--- src/rtl/fetch_pc_unit.sv ---
// Fetch PC register with fixed-priority next-PC select and an optional return-address stack.
// npc is combinational, pc follows one edge later; stall freezes state. RAS enabled by FETCH_RAS_EN.
module fetch_pc_unit #(
  parameter logic [31:0] RESET_VEC = 32'h0000_3000,
  parameter int          RAS_DEPTH = 4
) (
  input  logic        clk,
  input  logic        reset,
  input  logic        stall,
  input  logic        branch_ctr,
  input  logic [15:0] imm16,
  input  logic        j_ctr,
  input  logic        jal_ctr,
  input  logic [25:0] imm26,
  input  logic        jr_ctr,
  input  logic        ret_ctr,
  input  logic [31:0] rsd,
  output logic [31:0] pc,
  output logic [31:0] npc,
  output logic [31:0] jal_pc,
  output logic [31:0] ras_top,
  output logic        ras_valid,
  output logic        ras_full,
  output logic        ras_mispredict
);

  logic [31:0] pc_q, pc_d;
  logic [31:0] seq_pc, br_pc, jt_pc, npc_w;

  always_comb begin
    seq_pc = pc_q + 32'd4;
    br_pc  = seq_pc + {{14{imm16[15]}}, imm16, 2'b00};
    jt_pc  = {seq_pc[31:28], imm26, 2'b00};
    npc_w  = seq_pc;
    if (jr_ctr)                npc_w = rsd;
    else if (j_ctr || jal_ctr) npc_w = jt_pc;
    else if (branch_ctr)       npc_w = br_pc;
    pc_d = stall ? pc_q : npc_w;
  end

  always_ff @(posedge clk) begin
    if (reset) pc_q <= RESET_VEC;
    else       pc_q <= pc_d;
  end

  assign pc     = pc_q;
  assign npc    = npc_w;
  assign jal_pc = seq_pc;

`ifdef FETCH_RAS_EN
  localparam int PTR_W = (RAS_DEPTH > 1) ? $clog2(RAS_DEPTH) : 1;
  localparam int CNT_W = $clog2(RAS_DEPTH + 1);
  localparam logic [CNT_W-1:0] DEPTH_C = CNT_W'(RAS_DEPTH);

  logic [31:0]      ras_mem_q [RAS_DEPTH];
  logic [PTR_W-1:0] ptr_q, ptr_d;
  logic [CNT_W-1:0] cnt_q, cnt_d;
  logic             misp_q, misp_d;
  logic             push, pop;
  logic [31:0]      top;

  // ptr_q names the most recent entry; a push past full lands on the oldest slot.
  always_comb begin
    push   = jal_ctr && !jr_ctr && !stall;
    pop    = jr_ctr && ret_ctr && !stall && (cnt_q != '0);
    top    = (cnt_q != '0) ? ras_mem_q[ptr_q] : 32'd0;
    ptr_d  = ptr_q;
    cnt_d  = cnt_q;
    misp_d = 1'b0;
    if (push) begin
      ptr_d = ptr_q + PTR_W'(1);
      if (cnt_q != DEPTH_C) cnt_d = cnt_q + CNT_W'(1);
    end else if (pop) begin
      ptr_d  = ptr_q - PTR_W'(1);
      cnt_d  = cnt_q - CNT_W'(1);
      misp_d = (top != rsd);
    end
  end

  always_ff @(posedge clk) begin
    if (reset) begin
      ptr_q  <= '0;
      cnt_q  <= '0;
      misp_q <= 1'b0;
    end else begin
      ptr_q  <= ptr_d;
      cnt_q  <= cnt_d;
      misp_q <= misp_d;
    end
  end

  always_ff @(posedge clk) begin
    if (!reset && push) ras_mem_q[ptr_d] <= seq_pc;
  end

  assign ras_top        = top;
  assign ras_valid      = (cnt_q != '0);
  assign ras_full       = (cnt_q == DEPTH_C);
  assign ras_mispredict = misp_q;
`else
  logic unused_cfg;
  assign unused_cfg     = ^{ret_ctr, RAS_DEPTH[0]};
  assign ras_top        = 32'd0;
  assign ras_valid      = 1'b0;
  assign ras_full       = 1'b0;
  assign ras_mispredict = 1'b0;
`endif

endmodule

--- config.mk ---
export PLATFORM = sky130hd
export DESIGN_NAME = fetch_pc_unit
export DESIGN_NICKNAME = d
export VERILOG_FILES = /design/src/rtl/fetch_pc_unit.sv
export SDC_FILE = /design/constraint.sdc
export NUM_CORES = 1
export LEC_CHECK = 0
export ABC_AREA = 1
export BUFFER_PORTS_ARGS = -buffer_cell sky130_fd_sc_hd__clkbuf_2
export CORE_UTILIZATION = 55
export DETAILED_ROUTE_END_ITERATION = 8
export PLACE_DENSITY = 0.95
export SLEW_MARGIN = 20
export SYNTH_ARGS = -nofsm -noshare
export SYNTH_HDL_FRONTEND = slang
export SYNTH_SLANG_ARGS = --single-unit
--- constraint.sdc ---
create_clock -name clk -period 5.5 [get_ports clk]
set_input_delay 0.275 -clock clk [delete_from_list [all_inputs] [get_ports clk]]
set_output_delay 0.275 -clock clk [all_outputs]
set_load 0.01 [all_outputs]
# Word level (Yosys, flattened, before mapping)
# Index checks and enable logic that the tools add are counted.
[word_totals]
output_inout_bits = 131
latch_bits = 0
regBits = 32
rom_bits = 0
elab_cells = 7
n_memories = 0
mem_bits_rw = 0
[op_classes]
muxes = 3
n_reduce_logical = 1
n_addsub = 2
multipliers = 0
shifts = 0
bitwise = 0
n_eq_ne = 0
magnitude_cmp = 0
div = 0
[op_table]
columns = ["op", "count"]
rows = [
  ["$mux 32", 3],
  ["$add 32x3->32 const B", 1],
  ["$add 32x32->32", 1],
  ["$logic_or 1x1->1", 1],
]

# Depth between registers and ports, before layout
# Gate-level depths: netlist (run 1).
[depth]
ltp_word = 5
mapped_depth = 25
mapped_depth_nobuf = 25

# Worst setup path after synthesis (run 1)
# OpenSTA, ideal clock, no wires.
[synth_path]
kind = "reg-to-output"
startpoint = "register pc_q[2], in the netlist pc[2]"
endpoint = "output npc[23]"
t_arrival_ps = 2812
slack_ps = 2413
required_ps = 5225
path_stages_with_launch = 21
path_buffers = 0
path_cell_list = "dfxtp_1 ha_1 nand3_2 nor3_4 nand2_2 nor2_1 xnor2_1 inv_1 ha_1 nand2_1 nor2_1 nand2_1 nor2_1 nand2_1 nand3_1 nand2_1 nand3_1 nand2_1 nand2_1 o21ai_1 inv_1"
[synth_between]
elab_chain_cells = 5
[synth_lines]
columns = ["item", "line_no", "rtl"]
rows = [
  ["start, declared", "27", "logic [31:0] pc_q, pc_d;"],
  ["start signal, assigned", "43", "else pc_q <= pc_d;"],
  ["$add 32x3->32", "31", "seq_pc = pc_q + 32'd4;"],
  ["named net jal_pc[12]", "20", "output logic [31:0] jal_pc,"],
  ["$add 32x32->32", "32", "br_pc = seq_pc + {{14{imm16[15]}}, imm16, 2'b00};"],
  ["$mux 32", "37", "else if (branch_ctr) npc_w = br_pc;"],
  ["$mux 32", "36", "else if (j_ctr || jal_ctr) npc_w = jt_pc;"],
  ["$mux 32", "35", "if (jr_ctr) npc_w = rsd;"],
  ["end, declared", "19", "output logic [31:0] npc,"],
]
# The timed path passes the listed nets, and every way through them passes these cells.

# Worst setup path after layout (run 1)
[layout_path]
startpoint = "register pc_q[2], in the netlist pc[2]"
endpoint = "output npc[23]"
[layout_between]
elab_chain_cells = 5
[layout_lines]
columns = ["item", "line_no"]
rows = [
  ["$add 32x3->32 *", "31"],
  ["$add 32x32->32", "32"],
  ["$mux 32 *", "37"],
  ["$mux 32 *", "36"],
  ["$mux 32 *", "35"],
]
# Every way passes the cells marked *; elsewhere a longest branch is shown, timed or not.

==> run summary, run 1 <==
status - completed
Pwr Density - 162 nW/um2
PostCTS Resize Cnt - 0
crit end category - output port
WL/cell - 14.6 um
Placement Cell Area - 6430 um2
Layout Skew - 0.00680 ns
startpoint type of the worst setup path - flop
EDFF count, synth - 0
H-tree depth - 2
share of layout cells above drive strength 1 - 0.191
Post-Syn Area - 5630 um2
Async SR Flop Fraction - 0
Hold Path Depth - 3
Final Util - 0.661
Achievable Freq - 0.237 GHz
Initial Util - 0.571
Hold-fix buffers, CTS - 0
CTS tree - built
Max VDD drop - 0.179 mV
r2r endpoint - pc[31]$_SDFFE_PP0N_
switching share of power - 0.477
drt initial violations - 546
max FFs per register - 32
Tcrit/Tclk final - 0.767
# DRC - 0
Leak - 3.85 nW
I/O pin cnt - 213
Synth cell types - 44
RSZ-0062 raised after global routing - false
largest net degree at the start of global routing - 49
Worst Path Required - 5.22 ns
pre-CTS WS - 1.73 ns
HPWL after DPL - 16.1 mm
Vias - 7126
setup_tns - 0 ns
Die Y - 103 um
Avg Inst Size Synth - 5.36 um2
total global routing track utilization - 0.370
Slew Viols, Final - 0
cts bufs inserted - 5
Die Wd - 103 um
Overflow after GRT - 0
clk root buf - clkbuf_8
row cnt - 36
Area Overhead vs Synth - 15.7%
R2R cell count - 21
number of max-cap violations - 0
non-filler cells, final - 1345
placed insts - 1337
warnings from Yosys - 0
largest fanout on the critical path - 9
P_int - 0.550 mW
sequential area share after synthesis - 0.114
Logic pwr share - 0.552
clock sink total - 32
initial antenna violation count - 0
fin crit period - 4.22 ns
die area - 10700 um2
PortBufs - 176
fin nets - 1330
sequential share of power - 0.267
min-delay src - rsd[12]
first-pass GRT wire length - 30.2 mm
worst-margin pin slew - 0.872 ns
Clock Latency Late Sink - 0.29 ns
count of final hold-check violations - 0
Tot Pwr - 1.05 mW
Routed Antenna Nets - 0
Setup WS post-layout - 1.28 ns
Pre-antenna DRT Iters - 5
Worst R2R Setup Slack - 1.77 ns
Rel. slew slack - 0.418
Core Box Area - 9860 um2
Hold Crit Class - primary input to flop
Clock Power Share - 0.181
number of diodes - 0
CP arrival - 3.94 ns
RR Startpoint - pc[2]$_SDFFE_PP0N_
clock tree buffer depth - 2
Via density - 5.30
Worst Path Class, Setup - flop to output port
postcts setup bufs - 0
clk slew on worst S/H paths - 0.07 ns
Main synth FF type - dfxtp_1
Total Wirelength - 19.6 mm
GPL Wtd Cong - 1.00
WHS - 0.247 ns
post-route cell area - 6520 um2
vias in the first global route - 6165
#FFs+latches synth - 32
Net Sw Power - 0.503 mW
Worst Hold Path EP - pc[12]$_SDFFE_PP1N_
Final setup viols - 0
Syn Inst Count - 1051
[cell usage after synthesis, types with 2 or more instances]
cell type	number	area [um2]
nand2_1	345	1290
nand3_2	2	20.0
nor3_1	8	40.0
inv_1	172	646
buf_4	38	285
nor2_1	84	315
clkbuf_8	2	27.5
nand4_1	15	93.8
dfxtp_1	32	641
o21bai_1	9	67.6
o21ai_0	39	195
xnor2_1	6	52.6
and2_1	2	12.5
nor2_4	2	22.5
nand3_1	76	380
clkbuf_1	16	60.1
a21oi_1	83	415
nor3_4	2	32.5
o31ai_1	3	22.5
or2_2	13	81.3
a31oi_1	2	12.5
buf_2	2	10.0
nand3b_1	4	30.0
nor2_2	7	43.8
xor2_1	10	87.6
nand2_2	9	56.3
inv_2	4	15.0
o21ai_1	4	20.0
o211ai_1	10	75.1
ha_1	36	450
[power groups by stage]
stage,Sequential (mW),Clock (mW),Combinational [mW]
after global placement,0.284,0,0.557
after floorplan,0.285,0,0.392
after detailed placement,0.285,0,0.566
final,0.281,0.191,0.581
after CTS,0.280,0.190,0.569
after global routing,0.283,0.197,0.647
[worst max-delay path by stage]
stage	from	to	slack, ns	cells past startpoint
global placement	pc[2]$_SDFFE_PP0N_	npc[31]	1.81	21
global route	pc[2]$_SDFFE_PP0N_	npc[23]	1.02	22
CTS	pc[2]$_SDFFE_PP0N_	npc[23]	1.40	21
detailed placement	pc[2]$_SDFFE_PP0N_	npc[23]	1.73	21
floorplan	pc[2]$_SDFFE_PP0N_	npc[23]	2.41	20
finish	pc[2]$_SDFFE_PP0N_	npc[23]	1.28	21
[per-layer routing]
| metal | up-vias | global-route usage | share of wire |
|---|---|---|---|
| met5 | - | 0 | 0 |
| met4 | 0 | 0.127 | 0.031 |
| met3 | 50 | 0.0497 | 0.097 |
| met2 | 391 | 0.625 | 0.46 |
| met1 | 3114 | 0.484 | 0.41 |
| li1 | 3571 | - | - |
[critical path, cell delays in order, from the launching register on]
cell      delay, ns
dfxtp_1        0.41
ha_1           0.23
nand3_2        0.15
nor3_4         0.38
nand2_2        0.13
nor2_1         0.15
xnor2_1        0.21
inv_1          0.14
ha_1           0.39
nand2_1        0.12
nor2_1         0.26
nand2_1        0.11
nor2_1         0.11
nand2_1        0.08
nand3_1        0.10
nand2_1        0.06
nand3_1        0.15
nand2_1        0.12
nand2_1        0.07
o21ai_1        0.08
inv_1          0.09
clkbuf_2       0.12
[kinds of logic after synthesis]
family / count (synthesis) / share of synthesized area
simple gates: 572 / 0.435
buf+inv: 237 / 0.189
compound gates: 156 / 0.153
fa+ha+maj: 37 / 0.0835
flops: 32 / 0.114
xor+xnor: 16 / 0.0249
other cells: 1 / 0.000666
[final cells by class]
| class | count | area, um2 |
|---|---|---|
| tap | 133 | 166 |
| inverter | 177 | 664 |
| multi-input combinational | 816 | 4050 |
| clock buffer | 6 | 82.6 |
| sequential | 32 | 641 |
| timing repair buffer | 179 | 903 |
| fill | 997 | 3340 |
| clock inverter | 2 | 10.0 |
[cells in the final DEF, fill, tap and decap left out, types with 2 or more instances in the layout]
cell / count
clkbuf_2: 176
and2_1: 2
a21oi_1: 83
clkinv_2: 2
ha_1: 36
nand4_1: 15
nand2_1: 345
nor2_2: 7
conb_1: 35
o31ai_1: 3
dfxtp_1: 32
nand3_1: 76
clkbuf_8: 6
nand2_2: 9
or2_2: 13
inv_2: 5
nor3_1: 8
nand3_2: 2
o21ai_0: 39
nor3_4: 2
nor2_1: 84
xnor2_1: 6
inv_1: 171
nor2_4: 2
o21bai_1: 9
nand3b_1: 4
buf_4: 3
xor2_1: 10
a31oi_1: 2
o21ai_1: 4
o211ai_1: 10
Power figures use the tool's default switching activity.
==> run 2, diff against run 1 <==
Settings changed: CORE_UTILIZATION 55 to 46, PLACE_DENSITY 0.95 to 0.89.
Clock period 5.5 ns to 3.49 ns, I/O delays scaled along.
==> run summary, run 2 (synthesis gave the netlist of run 1 again) <==
status - completed
Final Util - 0.628
post-route cell area - 7510 um2
clk slew on worst S/H paths - 0.05 ns
worst-margin pin slew - 0.880 ns
Area Overhead vs Synth - 33.4%
fin crit period - 3.46 ns
P_int - 1.06 mW
Achievable Freq - 0.289 GHz
switching share of power - 0.454
Clock Power Share - 0.212
total global routing track utilization - 0.315
Clock Latency Late Sink - 0.28 ns
Vias - 7379
startpoint type of the worst setup path - flop
PortBufs - 176
row cnt - 40
die area - 12700 um2
HPWL after DPL - 16.7 mm
clock tree buffer depth - 2
clk root buf - clkbuf_16
number of diodes - 0
Worst Path Class, Setup - flop to output port
Core Box Area - 12000 um2
GPL Wtd Cong - 0.963
crit end category - output port
sequential share of power - 0.229
pre-CTS WS - 0.0253 ns
fillers - 1118
Die Y - 113 um
r2r endpoint - pc[15]$_SDFFE_PP0N_
cts bufs inserted - 5
CTS tree - built
number of max-cap violations - 0
RSZ-0062 raised after global routing - true
first-pass GRT wire length - 31.9 mm
Layout Skew - 0.00617 ns
fin nets - 1368
Via density - 5.29
share of layout cells above drive strength 1 - 0.329
Pre-antenna DRT Iters - 5
Leak - 4.13 nW
Pwr Density - 258 nW/um2
vias in the first global route - 6647
max FFs per register - 32
Initial Util - 0.471
Worst R2R Setup Slack - 0.44 ns
H-tree depth - 2
largest fanout on the critical path - 5
WL/cell - 15.1 um
Rel. slew slack - 0.413
RR Startpoint - pc[7]$_SDFFE_PP0N_
Tcrit/Tclk final - 0.990
Logic pwr share - 0.559
clock sink total - 32
Critical Path End - npc[20]
placed insts - 1379
# DRC - 0
Overflow after GRT - 0
Net Sw Power - 0.878 mW
count of final hold-check violations - 0
Worst Path Required - 3.32 ns
I/O pin cnt - 213
non-filler cells, final - 1396
CP startpoint - pc[7]$_SDFFE_PP0N_
Final setup viols - 0
CP arrival - 3.28 ns
Die Wd - 113 um
R2R cell count - 20
initial antenna violation count - 0
commonest non-fill, non-tap cell in the layout - nand2_1
largest net degree at the start of global routing - 41
Setup WS post-layout - 0.0342 ns
Max VDD drop - 0.303 mV
Slew Viols, Final - 0
Placement Cell Area - 6660 um2
Total Wirelength - 21.0 mm
commonest non-fill, non-tap cells in the layout - nand2_1 (311), clkbuf_2 (176), inv_1 (165)
Routed Antenna Nets - 0
drt initial violations - 657
Hold Crit Class - primary input to flop
setup_tns - 0 ns
## run 2: changes by cell type in the layout (fill, tap and decap cells not counted), sizes merged
cell / delta
clkinv: -2
buf: +38
inv: +1
## run 2: how the worst min path moves through the flow
stage,from,end,cells after the start
final,rsd[12],pc[12]$_SDFFE_PP1N_,3
after global routing,rsd[12],pc[12]$_SDFFE_PP1N_,3
after CTS,rsd[12],pc[12]$_SDFFE_PP1N_,3
after detailed placement,rsd[12],pc[12]$_SDFFE_PP1N_,3
after global placement,rsd[12],pc[12]$_SDFFE_PP1N_,3
after floorplan,rsd[12],pc[12]$_SDFFE_PP1N_,2
## run 2: metal layers
layer	routed length, um	part of all wire	up-vias	GRT usage
met1	8620	0.41	3274	0.408
met5	0	0	-	0
met4	843	0.040	0	0.132
met2	9780	0.47	395	0.535
met3	1780	0.085	68	0.0313
li1	-	-	3642	-
## run 2: critical path: stages, from the launching register on
cell	delay [ns]
dfxtp_2	0.41
nand2_2	0.15
nor2_4	0.18
nand2_1	0.08
nor2_2	0.18
xor2_2	0.22
inv_1	0.10
ha_2	0.39
nand2_2	0.11
nor2_2	0.17
nand3_1	0.15
nand3_4	0.15
nand2_1	0.08
nand3_1	0.09
nand3_1	0.12
nand3_2	0.12
nand2_1	0.05
nand2_1	0.10
inv_1	0.05
clkbuf_2	0.12
## run 2: cell type report
cell class              instances  area, um2  area share
inverters                     177        664      0.0884
flip-flops and latches         32        679      0.0904
well taps                     147        184      0.0245
repair buffers                217       1190       0.158
clock buffers                   6        129      0.0172
clock inverters                 1       5.00    0.000666
multi-input cells             816       4660       0.621
## run 2: repair_timing
action                     CTS  global route
hold buffers                 0             0
resized for setup           42           131
buffers inserted             1             9
setup endpoints to repair   22            26
pin swaps                    5            29
## run 2: power by group through the flow
stage | combinational (mW) | sequential [mW] | clock, mW
finish | 1.08 | 0.444 | 0.409
floorplan | 0.618 | 0.449 | 0
global placement | 0.914 | 0.442 | 0
global route | 1.18 | 0.447 | 0.426
CTS | 0.962 | 0.438 | 0.408
detailed placement | 0.925 | 0.442 | 0
## run 2: stage by stage
stage	hold slack (ns)	power, mW
final	0.160	1.93
after global routing	0.171	2.06
after CTS	0.162	1.81
after detailed placement	0.445	1.37
after global placement	0.421	1.36
after floorplan	0.313	1.07
